File: src/rtl/vga_pattern_gen.sv
// VGA test-pattern generator: border, colour bars, bouncing box and scrolling checkerboard.
// Pattern select and animation state change only on the frame tick; the pixel output is registered.
module vga_pattern_gen #(
  parameter int COLOR_BITS  = 1,
  parameter int H_ACT_START = 160,
  parameter int V_ACT_START = 41,
  parameter int ACT_W       = 640,
  parameter int ACT_H       = 480,
  parameter int BORDER      = 10,
  parameter int BAR_W       = 80,
  parameter int BOX_SIZE    = 32,
  parameter int BOX_STEP    = 2,
  parameter int CHECK_LOG2  = 5
) (
  input  logic                      clk,
  input  logic                      reset,
  input  logic [9:0]                h_count,
  input  logic [9:0]                v_count,
  input  logic                      bright,
  input  logic [1:0]                mode,
  output logic [3*COLOR_BITS-1:0]   rgb,
  output logic                      frame_start
);

  localparam int RGB_W = 3 * COLOR_BITS;
  localparam int BC_W  = (BAR_W > 1) ? $clog2(BAR_W) : 1;

  localparam logic [9:0] H_FIRST  = 10'(H_ACT_START);
  localparam logic [9:0] H_LAST   = 10'(H_ACT_START + ACT_W - 1);
  localparam logic [9:0] V_FIRST  = 10'(V_ACT_START);
  localparam logic [9:0] V_LAST   = 10'(V_ACT_START + ACT_H - 1);
  localparam logic [9:0] X_MAX    = 10'(ACT_W - BOX_SIZE);
  localparam logic [9:0] Y_MAX    = 10'(ACT_H - BOX_SIZE);
  localparam logic [9:0] STEP     = 10'(BOX_STEP);
  localparam logic [9:0] BOX_LAST = 10'(BOX_SIZE - 1);
  localparam logic [9:0] BRD      = 10'(BORDER);
  localparam logic [9:0] BRD_H    = 10'(ACT_W - BORDER);
  localparam logic [9:0] BRD_V    = 10'(ACT_H - BORDER);
  localparam logic [BC_W-1:0] BAR_LAST = BC_W'(BAR_W - 1);

  localparam logic [2:0] BLACK = 3'b000;
  localparam logic [2:0] WHITE = 3'b111;
  localparam logic [2:0] RED   = 3'b100;
  localparam logic [2:0] GREEN = 3'b010;

  function automatic logic [RGB_W-1:0] expand(input logic [2:0] c);
    return {{COLOR_BITS{c[2]}}, {COLOR_BITS{c[1]}}, {COLOR_BITS{c[0]}}};
  endfunction

  // Returns {dir, pos} after one frame of motion; clamps at either wall and reverses.
  function automatic logic [10:0] next_axis(input logic [9:0] pos, input logic dir,
                                            input logic [9:0] mx);
    logic [10:0] sum;
    sum = {1'b0, pos} + {1'b0, STEP};
    if (dir && (sum >= {1'b0, mx}))
      return {1'b0, mx};
    else if (!dir && (pos <= STEP))
      return {1'b1, 10'd0};
    else if (dir)
      return {1'b1, pos + STEP};
    else
      return {1'b0, pos - STEP};
  endfunction

  logic [RGB_W-1:0] rgb_q, rgb_d;
  logic             fs_q;
  logic [1:0]       mode_q, mode_d;
  logic [9:0]       box_x_q, box_x_d, box_y_q, box_y_d;
  logic             dir_x_q, dir_x_d, dir_y_q, dir_y_d;
  logic [9:0]       scroll_q, scroll_d;
  logic [2:0]       bar_idx_q, bar_idx_d;
  logic [BC_W-1:0]  bar_cnt_q, bar_cnt_d;

  logic             tick, bar_start, in_act, in_box, on_border;
  logic [BC_W-1:0]  cnt_eff;
  logic [2:0]       idx_eff, pix;
  logic [9:0]       hr, vr, chk;
  logic [10:0]      axis_x, axis_y;

  assign tick = (h_count == 10'd0) && (v_count == 10'd0);
  assign hr   = h_count - H_FIRST;
  assign vr   = v_count - V_FIRST;

  always_comb begin
    // Bar counter restarts on the first active pixel, so that pixel already belongs to bar 0.
    bar_start = (h_count == H_FIRST);
    cnt_eff   = bar_start ? '0 : bar_cnt_q;
    idx_eff   = bar_start ? 3'd0 : bar_idx_q;
    bar_cnt_d = cnt_eff + BC_W'(1);
    bar_idx_d = idx_eff;
    if (cnt_eff == BAR_LAST) begin
      bar_cnt_d = '0;
      if (idx_eff != 3'd7) bar_idx_d = idx_eff + 3'd1;
    end

    axis_x   = next_axis(box_x_q, dir_x_q, X_MAX);
    axis_y   = next_axis(box_y_q, dir_y_q, Y_MAX);
    mode_d   = mode_q;
    box_x_d  = box_x_q;
    dir_x_d  = dir_x_q;
    box_y_d  = box_y_q;
    dir_y_d  = dir_y_q;
    scroll_d = scroll_q;
    if (tick) begin
      mode_d             = mode;
      {dir_x_d, box_x_d} = axis_x;
      {dir_y_d, box_y_d} = axis_y;
      scroll_d           = scroll_q + 10'd1;
    end

    in_act    = (h_count >= H_FIRST) && (h_count <= H_LAST) &&
                (v_count >= V_FIRST) && (v_count <= V_LAST);
    in_box    = (hr >= box_x_q) && (hr <= box_x_q + BOX_LAST) &&
                (vr >= box_y_q) && (vr <= box_y_q + BOX_LAST);
    on_border = (hr < BRD) || (hr >= BRD_H) || (vr < BRD) || (vr >= BRD_V);
    chk       = (hr + scroll_q) ^ vr;

    pix = BLACK;
    case (mode_q)
      2'd0:    pix = on_border ? RED : WHITE;
      2'd1:    pix = WHITE ^ idx_eff;
      2'd2:    pix = in_box ? GREEN : BLACK;
      default: pix = chk[CHECK_LOG2] ? WHITE : BLACK;
    endcase
    if (!bright || !in_act) pix = BLACK;
    rgb_d = expand(pix);
  end

  // Output register stage
  always_ff @(posedge clk) begin
    if (reset) begin
      rgb_q     <= '0;
      fs_q      <= 1'b0;
      mode_q    <= 2'd0;
      box_x_q   <= 10'd0;
      box_y_q   <= 10'd0;
      dir_x_q   <= 1'b1;
      dir_y_q   <= 1'b1;
      scroll_q  <= 10'd0;
      bar_idx_q <= 3'd0;
      bar_cnt_q <= '0;
    end else begin
      rgb_q     <= rgb_d;
      fs_q      <= tick;
      mode_q    <= mode_d;
      box_x_q   <= box_x_d;
      box_y_q   <= box_y_d;
      dir_x_q   <= dir_x_d;
      dir_y_q   <= dir_y_d;
      scroll_q  <= scroll_d;
      bar_idx_q <= bar_idx_d;
      bar_cnt_q <= bar_cnt_d;
    end
  end

  assign rgb         = rgb_q;
  assign frame_start = fs_q;

endmodule

File: config.mk
export PLATFORM = sky130hd
export DESIGN_NAME = vga_pattern_gen
export DESIGN_NICKNAME = d
export VERILOG_FILES = /design/src/rtl/vga_pattern_gen.sv
export SDC_FILE = /design/constraint.sdc
export NUM_CORES = 1
export LEC_CHECK = 0
export CAP_MARGIN = 20
export CORE_MARGIN = 5
export CORE_UTILIZATION = 54
export CTS_CLUSTER_SIZE = 20
export DETAILED_ROUTE_END_ITERATION = 10
export PLACE_DENSITY = 0.87
export SYNTH_ARGS = -nofsm -noshare
export SYNTH_HDL_FRONTEND = slang
export SYNTH_SLANG_ARGS = --single-unit
File: constraint.sdc
create_clock -name clk -period 3.05 [get_ports clk]
set_input_delay 0.61 -clock clk [delete_from_list [all_inputs] [get_ports clk]]
set_output_delay 0.61 -clock clk [all_outputs]
set_load 0.02 [all_outputs]
==> impl_metrics.toml, run 1 <==
[run_status]
outcome = "complete, no violations"

[floorplanning]
die-height_um = 96.69
fp.dieW_um = 96.69
dieArea_mm2 = 0.009348
pin_count = 29
core_mm2 = 0.007292
std_cell_rows = 31
initial_utilization_pct = 55.65

[synthesis]
syn_area_mm2 = 0.004058
syn_nets = 617
synth.distinct_cells = 68
ys_seq_area_share_pct = 20.72
syn_inst = 536
avgSynthCellArea_um2 = 7.570
async_flop_share_pct = 0
yosys_warnings = 0
ys.flop_type = "dfxtp_1"
synth-edff-count = 0
synth_seq_cells = 42

[timing]
period_share_pct = 95.91
finClkSkew_ps = 11.48
finalCriticalPeriod_ps = 2925
slew_headroom_pct = 53.17
worst_pin_slew_ps = 701.5
fmax_mhz = 341.8
report.final.hold_viol_count = 0
setup_viol = 0
drv_slew = 0
hold-worst-slack_ps = 513.1

[layout]
stdcell_count = 711
final_cell_area_mm2 = 0.005001
fill_cells = 591
fin_nets = 692
antennaDiodeCount = 0
post-route-util_pct = 68.58
regArea_um2 = 842.1
area_growth_pct = 23.25
drive_above_1_share_pct = 15.52
multi_input_area_mm2 = 0.003084

[routing]
post_drt_wl_per_cell_um = 16.16
post-route-drc-count = 0
highest_layer = "met4"
wl_met1_um = 4703
num_vias = 4247
drtPass1Iterations = 5
wl_um = 11490
drtIter0Drc = 278
route.met3.wl_um = 524
wl_met2_um = 5944
via_per_inst = 5.973
ant_nets = 0

[grt]
grt_pass1_wl_um = 19340
first_global_vias = 4329
overflow = 0
grt_use_total_pct = 24.28
grt_max_degree = 22
antenna_found_initial = 0

[worst_setup_path]
setup.worst_path.end_class = "flop"
slowest_delay_ps = 430
cp.required_ps = 3290
cpMaxStageDelayCell = "o41a_1"
ff2ff_path_depth = 12
crit_fanout = 5
crit_top_cell = "buf_4"
criticalPathCategory = "in2reg"
arrival_ps = 3160
cp_cell_sequence = "dlygate4sd2_1 -> buf_4 -> nor4_2 -> buf_4 -> o21bai_1 -> xnor2_1 -> ha_1 -> a211oi_2 -> nor2_1 -> o41a_1 -> a21oi_2 -> o221ai_1 -> a31oi_1"
start_kind = "input pin"

[placed_design]
placed_area_mm2 = 0.004818
io_buffers = 28
dp.cells = 702
gp_congestion = 0.9342
dp_hpwl_um = 9081

[cts]
cts.sinks = 42
cts_tree = "built"
cts_buffers = 5
htreeDepth = 2
clk_pin_slew_ps = 80
cts.path.max_buffers = 2
clk_latency_ps = 310
cts_root_buf = "clkbuf_8"

[min_path]
hold_path_class = "reg2reg"
whs_path_depth = 2

[power_and_ir_drop]
p_total_mw = 1.272
power.density_mw_per_mm2 = 254.3
ir_worst_vdd_v = 0.0001474
p_leak_nw = 2.054

[flow_run]
maxCapViolCount = 0
==> layout make-up <==
class	count	share of cell area, %
Tap cell	99	2.477
Timing Repair Buffer	88	14.71
Sequential cell	42	16.84
Inverter	32	2.402
Clock buffer	6	1.651
Clock inverter	2	0.2502
Multi-Input combinational cell	442	61.67
==> metal layers <==
| metal | GRT usage, % | up-vias |
|---|---|---|
| met5 | 0 | - |
| met4 | 9.503 | 0 |
| met3 | 4.748 | 35 |
| met2 | 44.90 | 137 |
| met1 | 27.07 | 1991 |
| li1 | - | 2084 |
==> cell usage in the layout, fill, tap and decap left out, drive strengths merged, types with 2 or more instances in the layout <==
cell            n
a21oi          33
inv            31
o31ai           2
or3             6
nor2b           5
clkinv          2
ha             56
nand4          14
nor3           23
nand2b          7
o21a            3
a22oi           5
nor2           50
o21ai          38
and3            7
o211ai          9
xor2           11
dfxtp          42
xnor2          26
a2111oi         2
nor3b           4
nor4            5
clkbuf          6
clkdlybuf4s50  23
a211oi         10
o21bai          3
a21o            3
nand3          15
and2           11
dlymetal6s2s    3
or3b            2
mux2i           3
o32ai           2
buf            60
or2             3
dlygate4sd2     2
nand2          48
a31oi          11
==> per-stage QoR <==
stage               setup TNS, ps  setup slack [ps]
floorplan                       0             210.1
global placement           -327.0            -327.0
detailed placement         -433.0            -429.1
CTS                             0             10.76
global route               -64.83            -64.83
finish                          0             124.7
==> synth_stat cells (all sizes together), types with 4 or more instances <==
cell,count,area share (%)
ha,56,17
nor2,50,4.6
nand2,48,4.5
dfxtp,42,21
o21ai,38,4.7
a21oi,33,4.1
inv,31,2.9
xnor2,26,5.6
nor3,23,3.1
clkbuf,15,1.4
nand3,15,1.9
nand4,14,2.2
a31oi,11,1.7
and2,11,1.8
xor2,11,2.4
a211oi,10,2.0
o211ai,9,1.7
and3,7,1.2
nand2b,7,1.1
or3,6,0.93
a22oi,5,0.93
buf,5,0.74
nor2b,5,0.77
nor4,5,0.77
nor3b,4,0.74
==> sequential cells by signal, summed over array words and instances, names as in the netlist, 2 cells and up <==
register,cells
rgb,3
mode_q,2
box_y_q,9
bar_cnt_q,7
scroll_q,6
box_x_q,9
bar_idx_q,3
==> report_power, final <==
group / internal, mW / switching [mW] / total [mW]
sequential: 0.552 / 0.00252 / 0.555
combinational: 0.160 / 0.156 / 0.316
clock: 0.182 / 0.218 / 0.401
total: 0.895 / 0.377 / 1.27
==> path summary, 6_finish.rpt <==
path,slack [ps],startpoint,endpoint
max,120,v_count[0],rgb[1]$_SDFF_PP0_
min,510,scroll_q[1]$_SDFFE_PP0P_,scroll_q[1]$_SDFFE_PP0P_
max reg2reg,170,box_y_q[1]$_SDFFE_PP0P_,rgb[1]$_SDFF_PP0_
min reg2reg,510,scroll_q[1]$_SDFFE_PP0P_,scroll_q[1]$_SDFFE_PP0P_
==> repair_timing <==
| action | in CTS | in global routing |
|---|---|---|
| setup buffers | 0 | 1 |
| setup endpoints to repair | 1 | 1 |
| gates resized for setup | 8 | 15 |
| pin swaps | 3 | 6 |
| hold buffers | 0 | 0 |
==> critical path: cells and delay by family <==
kind | cells | cell delay, ps
AOI/OAI and AO/OA | 6 | 1090
and+or+nand+nor | 2 | 360
buffers and inverters | 3 | 580
adders and majority gates | 1 | 300
xor gates and xnor gates | 1 | 220
==> cell families after synthesis <==
| logic type | synth area share [%] |
|---|---|
| buf+inv | 5.087 |
| flops | 20.72 |
| fa+ha+maj | 17.27 |
| simple gates | 25.66 |
| xor+xnor | 8.541 |
| compound gates | 21.71 |
| mux | 1.018 |
Note: power is estimated with default switching activity, not from simulation.
==> run 2, diff against run 1 <==
--- a/config.mk
+++ b/config.mk
@@ -6,11 +6,13 @@
 export NUM_CORES = 1
 export LEC_CHECK = 0
 export CAP_MARGIN = 20
+export CELL_PAD_IN_SITES_DETAIL_PLACEMENT = 1
+export CELL_PAD_IN_SITES_GLOBAL_PLACEMENT = 2
 export CORE_MARGIN = 5
-export CORE_UTILIZATION = 54
+export CORE_UTILIZATION = 32
 export CTS_CLUSTER_SIZE = 20
 export DETAILED_ROUTE_END_ITERATION = 10
-export PLACE_DENSITY = 0.87
+export PLACE_DENSITY = 0.88
 export SYNTH_ARGS = -nofsm -noshare
 export SYNTH_HDL_FRONTEND = slang
 export SYNTH_SLANG_ARGS = --single-unit
==> impl_metrics.toml, run 2 (synthesis gave the netlist of run 1 again) <==
[run_status]
outcome = "complete, no violations"

[floorplanning]
core_mm2 = 0.01252
fp.dieW_um = 122.6
dieArea_mm2 = 0.01503
die-height_um = 122.6
initial_utilization_pct = 32.42
pin_count = 29
std_cell_rows = 41

[timing]
slew_headroom_pct = 51.65
finalCriticalPeriod_ps = 2864
fin_tns_setup_ps = 0
drv_slew = 0
fmax_mhz = 349.2
setup_viol = 0
finClkSkew_ps = 3.473
period_share_pct = 93.90
rsz0062_at_grt = "no"
worst_pin_slew_ps = 724.2
report.final.hold_viol_count = 0

[cts]
clk_latency_ps = 300
htreeDepth = 2
clk_pin_slew_ps = 70
cts.sinks = 42
ctsHoldBuffers = 0
cts_tree = "built"
cts.path.max_buffers = 2
cts_buffers = 5
cts_root_buf = "clkbuf_16"

[grt]
first_global_vias = 4414
grt_use_total_pct = 18.46
overflow = 0
grt_max_degree = 22
grt_pass1_wl_um = 22170
antenna_found_initial = 0

[worst_setup_path]
cpMaxStageDelayCell = "or4_1"
arrival_ps = 3090
crit_fanout = 4
criticalPathCategory = "in2reg"
critPathLaunch = "v_count[1]"
r2r_end = "rgb[1]$_SDFF_PP0_"
cp_cell_sequence = "dlygate4sd2_1 -> inv_1 -> ha_2 -> nor2b_4 -> or3_4 -> and2_4 -> ha_4 -> nand4_1 -> or4_1 -> o41a_1 -> a21oi_2 -> o221ai_2 -> a31oi_1"
start_kind = "input pin"
r2r_slack_ps = 210
r2r_start = "box_y_q[1]$_SDFFE_PP0P_"
setup.worst_path.end_class = "flop"
ff2ff_path_depth = 12
cp.required_ps = 3280
slowest_delay_ps = 410

[placed_design]
io_buffers = 28
dp.cells = 778
gp_congestion = 0.8802
dp_hpwl_um = 10890

[power_and_ir_drop]
clkPwrFrac_pct = 39.2
p_leak_nw = 2.105
power.density_mw_per_mm2 = 277.7
p_int_mw = 1.017
p_switching_mw = 0.4293
pwr-share-comb_pct = 22.5
swShare_pct = 29.69
power_frac_seq_pct = 38.4
ir_worst_vdd_v = 0.0001850

[routing]
post_drt_wl_per_cell_um = 17.13
post-route-drc-count = 0
wl_um = 13480
num_vias = 4259
via_per_inst = 5.412
drtIter0Drc = 195
ant_nets = 0
drtPass1Iterations = 4

[min_path]
hold_path_class = "reg2reg"
whs_path_depth = 2
min_from = "bar_cnt_q[6]$_SDFF_PP0_"
hold_path_end = "bar_cnt_q[6]$_SDFF_PP0_"

[layout]
fin_nets = 695
final_common_cell = "buf_4"
antennaDiodeCount = 0
area_growth_pct = 28.34
final_cell_mix = "buf_4, ha_1, nor2_1"
top_regs = "box_x_q x9, box_y_q x9, bar_cnt_q x7"
stdcell_count = 787
drive_above_1_share_pct = 16.59

[flow_run]
maxCapViolCount = 0
==> run 2: metal layers <==
layer	vias to the layer above	wire length (um)	part of all wire (%)	global-route usage, %
li1	2103	-	-	-
met1	2091	6024	45	22.90
met2	46	6831	51	32.94
met3	19	324	2.4	2.857
met4	0	300	2.2	5.318
met5	-	0	0	0
==> run 2: worst max path at each step <==
stage | to | cells after the start
6_report | rgb[1]$_SDFF_PP0_ | 13
5_1_grt | rgb[1]$_SDFF_PP0_ | 13
4_1_cts | rgb[1]$_SDFF_PP0_ | 12
3_5_place_dp | rgb[1]$_SDFF_PP0_ | 13
3_3_place_gp | rgb[1]$_SDFF_PP0_ | 12
2_1_floorplan | rgb[1]$_SDFF_PP0_ | 13
==> run 2: final cells by class <==
class	instances	area (um^2)
inverters	32	120.1
well taps	172	215.2
clock inverters	3	21.27
repair buffers	91	760.7
fillers	1574	7310
clock buffers	5	125.1
multi-input cells	442	3123
flip-flops and latches	42	842.1
==> run 2: per-stage QoR <==
step	power, mW	cell area [um^2]	hold slack [ps]	util (%)	setup WS [ps]
CTS	1.452	5137	492.9	41.04	33.65
global placement	0.8543	4932	464.7	39.40	-365.1
global route	1.515	5207	529.8	41.60	16.92
floorplan	0.7113	4058	454.0	-	210.1
detailed placement	0.8704	4932	482.3	39.40	-537.3
finish	1.446	5207	491.3	41.60	186.1
==> run 2: what timing repair did <==
| action | in CTS | in global routing |
|---|---|---|
| buffers inserted | 1 | 0 |
| pin swaps | 4 | 5 |
| resized for setup | 13 | 18 |
| endpoints found under the setup margin | 1 | 1 |
==> run 2: power groups by stage <==
stage                     Clock (mW)  Combinational, mW  Sequential, mW
final                          0.566              0.325           0.555
after global placement             0              0.287           0.567
after CTS                      0.581              0.316           0.555
after detailed placement           0              0.303           0.567
after floorplan                    0              0.143           0.568
after global routing           0.602              0.358           0.555
==> run 2: worst max-delay path, delay by kind of cell <==
kind	cells	cell delay, ps
and+or+nand+nor	5	1210
buffers and inverters	2	300
adders and majority gates	2	440
AOI/OAI and AO/OA	4	520
==> run 3, diff against run 2 <==
==> config.mk (replaced) <==
export PLATFORM = sky130hd
export DESIGN_NAME = vga_pattern_gen
export DESIGN_NICKNAME = d
export VERILOG_FILES = /design/src/rtl/vga_pattern_gen.sv
export SDC_FILE = /design/constraint.sdc
export NUM_CORES = 1
export LEC_CHECK = 0
export CAP_MARGIN = 20
export CELL_PAD_IN_SITES_DETAIL_PLACEMENT = 0
export CELL_PAD_IN_SITES_GLOBAL_PLACEMENT = 1
export CORE_MARGIN = 5
export CORE_UTILIZATION = 41
export CTS_BUF_LIST = sky130_fd_sc_hd__clkbuf_2
export CTS_CLUSTER_SIZE = 20
export DETAILED_ROUTE_END_ITERATION = 10
export PLACE_DENSITY = 0.89
export SYNTH_ARGS = -nofsm -noshare
export SYNTH_HDL_FRONTEND = slang
export SYNTH_SLANG_ARGS = --single-unit
==> impl_metrics.toml, run 3 (synthesis gave the netlist of run 1 again) <==
[worst_setup_path]
critPathLaunch = "v_count[0]"
setup.worst_path.end_class = "flop"
cpMaxStageDelayCell = "clkdlybuf4s50_1"
cp_cell_sequence = "clkdlybuf4s50_1 -> inv_1 -> ha_1 -> nor2b_2 -> or3_1 -> and2_1 -> ha_1 -> nand4_1 -> or4_1 -> o41a_1 -> a21oi_2 -> o221ai_2 -> a31oi_1"
criticalPathCategory = "in2reg"
arrival_ps = 3370
crit_fanout = 4
cp.required_ps = 3470
slowest_delay_ps = 480
start_kind = "input pin"
r2r_start = "box_y_q[1]$_SDFFE_PP0P_"
crit_top_cell = "ha_1"

[layout]
area_growth_pct = 22.26
top_regs = "box_x_q x9, box_y_q x9, bar_cnt_q x7"
final_common_cell = "buf_4"
antennaDiodeCount = 0
drive_above_1_share_pct = 14.50
post-route-util_pct = 50.99
final_cell_area_mm2 = 0.004961
fin_nets = 694
final_cell_mix = "buf_4, ha_1, nor2_1"

[placed_design]
io_buffers = 28
gp_congestion = 0.9638
placed_area_mm2 = 0.004883
dp_hpwl_um = 9349

[routing]
drtPass1Iterations = 6
num_vias = 4147
post_drt_wl_per_cell_um = 15.20
post-route-drc-count = 0
drtIter0Drc = 196
ant_nets = 0
via_per_inst = 5.552
wl_um = 11360

[cts]
post_cts_buffers = 0
cts_tree = "built"
clk_latency_ps = 460
cts_root_buf = "clkbuf_2"
clk_pin_slew_ps = 260
cts_buffers = 5
ctsHoldBuffers = 0
cts.sinks = 42
htreeDepth = 2
cts.path.max_buffers = 2

[timing]
worst_pin_slew_ps = 702.8
period_share_pct = 96.48
report.final.hold_viol_count = 0
slew_headroom_pct = 53.08
fmax_mhz = 339.8
rsz0062_at_grt = "no"
finalCriticalPeriod_ps = 2943
drv_slew = 0
finClkSkew_ps = 30.01
setup_viol = 0

[floorplanning]
initial_utilization_pct = 41.71
dieArea_mm2 = 0.01199
pin_count = 29
fp.dieW_um = 109.5
core_mm2 = 0.009729
std_cell_rows = 36
die-height_um = 109.5

[grt]
grt_max_degree = 22
grt_pass1_wl_um = 19540
overflow = 0
first_global_vias = 4268
grt_use_total_pct = 20.09
antenna_found_initial = 0

[power_and_ir_drop]
p_leak_nw = 2.004
power.density_mw_per_mm2 = 229.1
ir_worst_vdd_v = 0.0001708

[min_path]
hold_path_class = "reg2reg"
min_from = "bar_cnt_q[6]$_SDFF_PP0_"

[run_status]
outcome = "complete, no violations"

[flow_run]
maxCapViolCount = 0
[run 3: cell count changes in the layout (fill, tap and decap cells not counted), sizes merged]
cell and change:
dlymetal6s2s -4, dlygate4sd2 -2, buf -1, clkinv -1
clkdlybuf4s50 +6, inv +1
[run 3: cell type report]
class | count | area, um^2
sequential | 42 | 842.1
clock buffer | 5 | 25.02
multi-input combinational | 442 | 3037
clock inverter | 3 | 25.02
timing repair buffer | 90 | 745.7
tap | 133 | 166.4
fill | 958 | 4768
inverter | 32 | 120.1
[run 3: path summary, 6_finish.rpt]
check                            endpoint  slack [ps]  cells past startpoint
hold reg to reg   bar_cnt_q[6]$_SDFF_PP0_         510                      2
setup / recovery        rgb[1]$_SDFF_PP0_         110                     13
setup reg to reg        rgb[1]$_SDFF_PP0_         230                     12
hold / removal    bar_cnt_q[6]$_SDFF_PP0_         510                      2
[run 3: repair_timing]
item                                   in CTS  in global routing
resized for setup                           0                  7
endpoints found under the hold margin       0                  0
setup endpoints to repair                   0                  1
[run 3: worst max-delay path, delay by kind of cell]
family / cells / cell delay [ps]
AOI/OAI and AO/OA: 4 / 520
buffers and inverters: 2 / 530
adders and majority gates: 2 / 500
and+or+nand+nor: 5 / 1210
[run 3: per-stage QoR]
step	std cells	hold slack (ps)	total power [mW]	TNS, ps	worst slack, ps
after floorplan	536	454.0	0.7113	0	210.1
after global placement	739	468.6	0.8464	-334.1	-334.1
after detailed placement	739	479.6	0.8576	-487.0	-487.0
after CTS	747	506.8	1.145	0	46.60
after global routing	747	557.5	1.211	0	52.64
final	747	505.7	1.137	0	107.2
[run 3: metal layers]
metal	GRT usage, %	wire, um
met1	24.33	4999
met2	36.01	5655
met3	2.877	384
met4	7.124	317
met5	0	0
[run 3: power breakdown]
group          switching [mW]  internal, mW  total, mW
Combinational           0.147         0.152      0.299
Clock                   0.219        0.0607      0.280
Sequential            0.00212         0.555      0.557
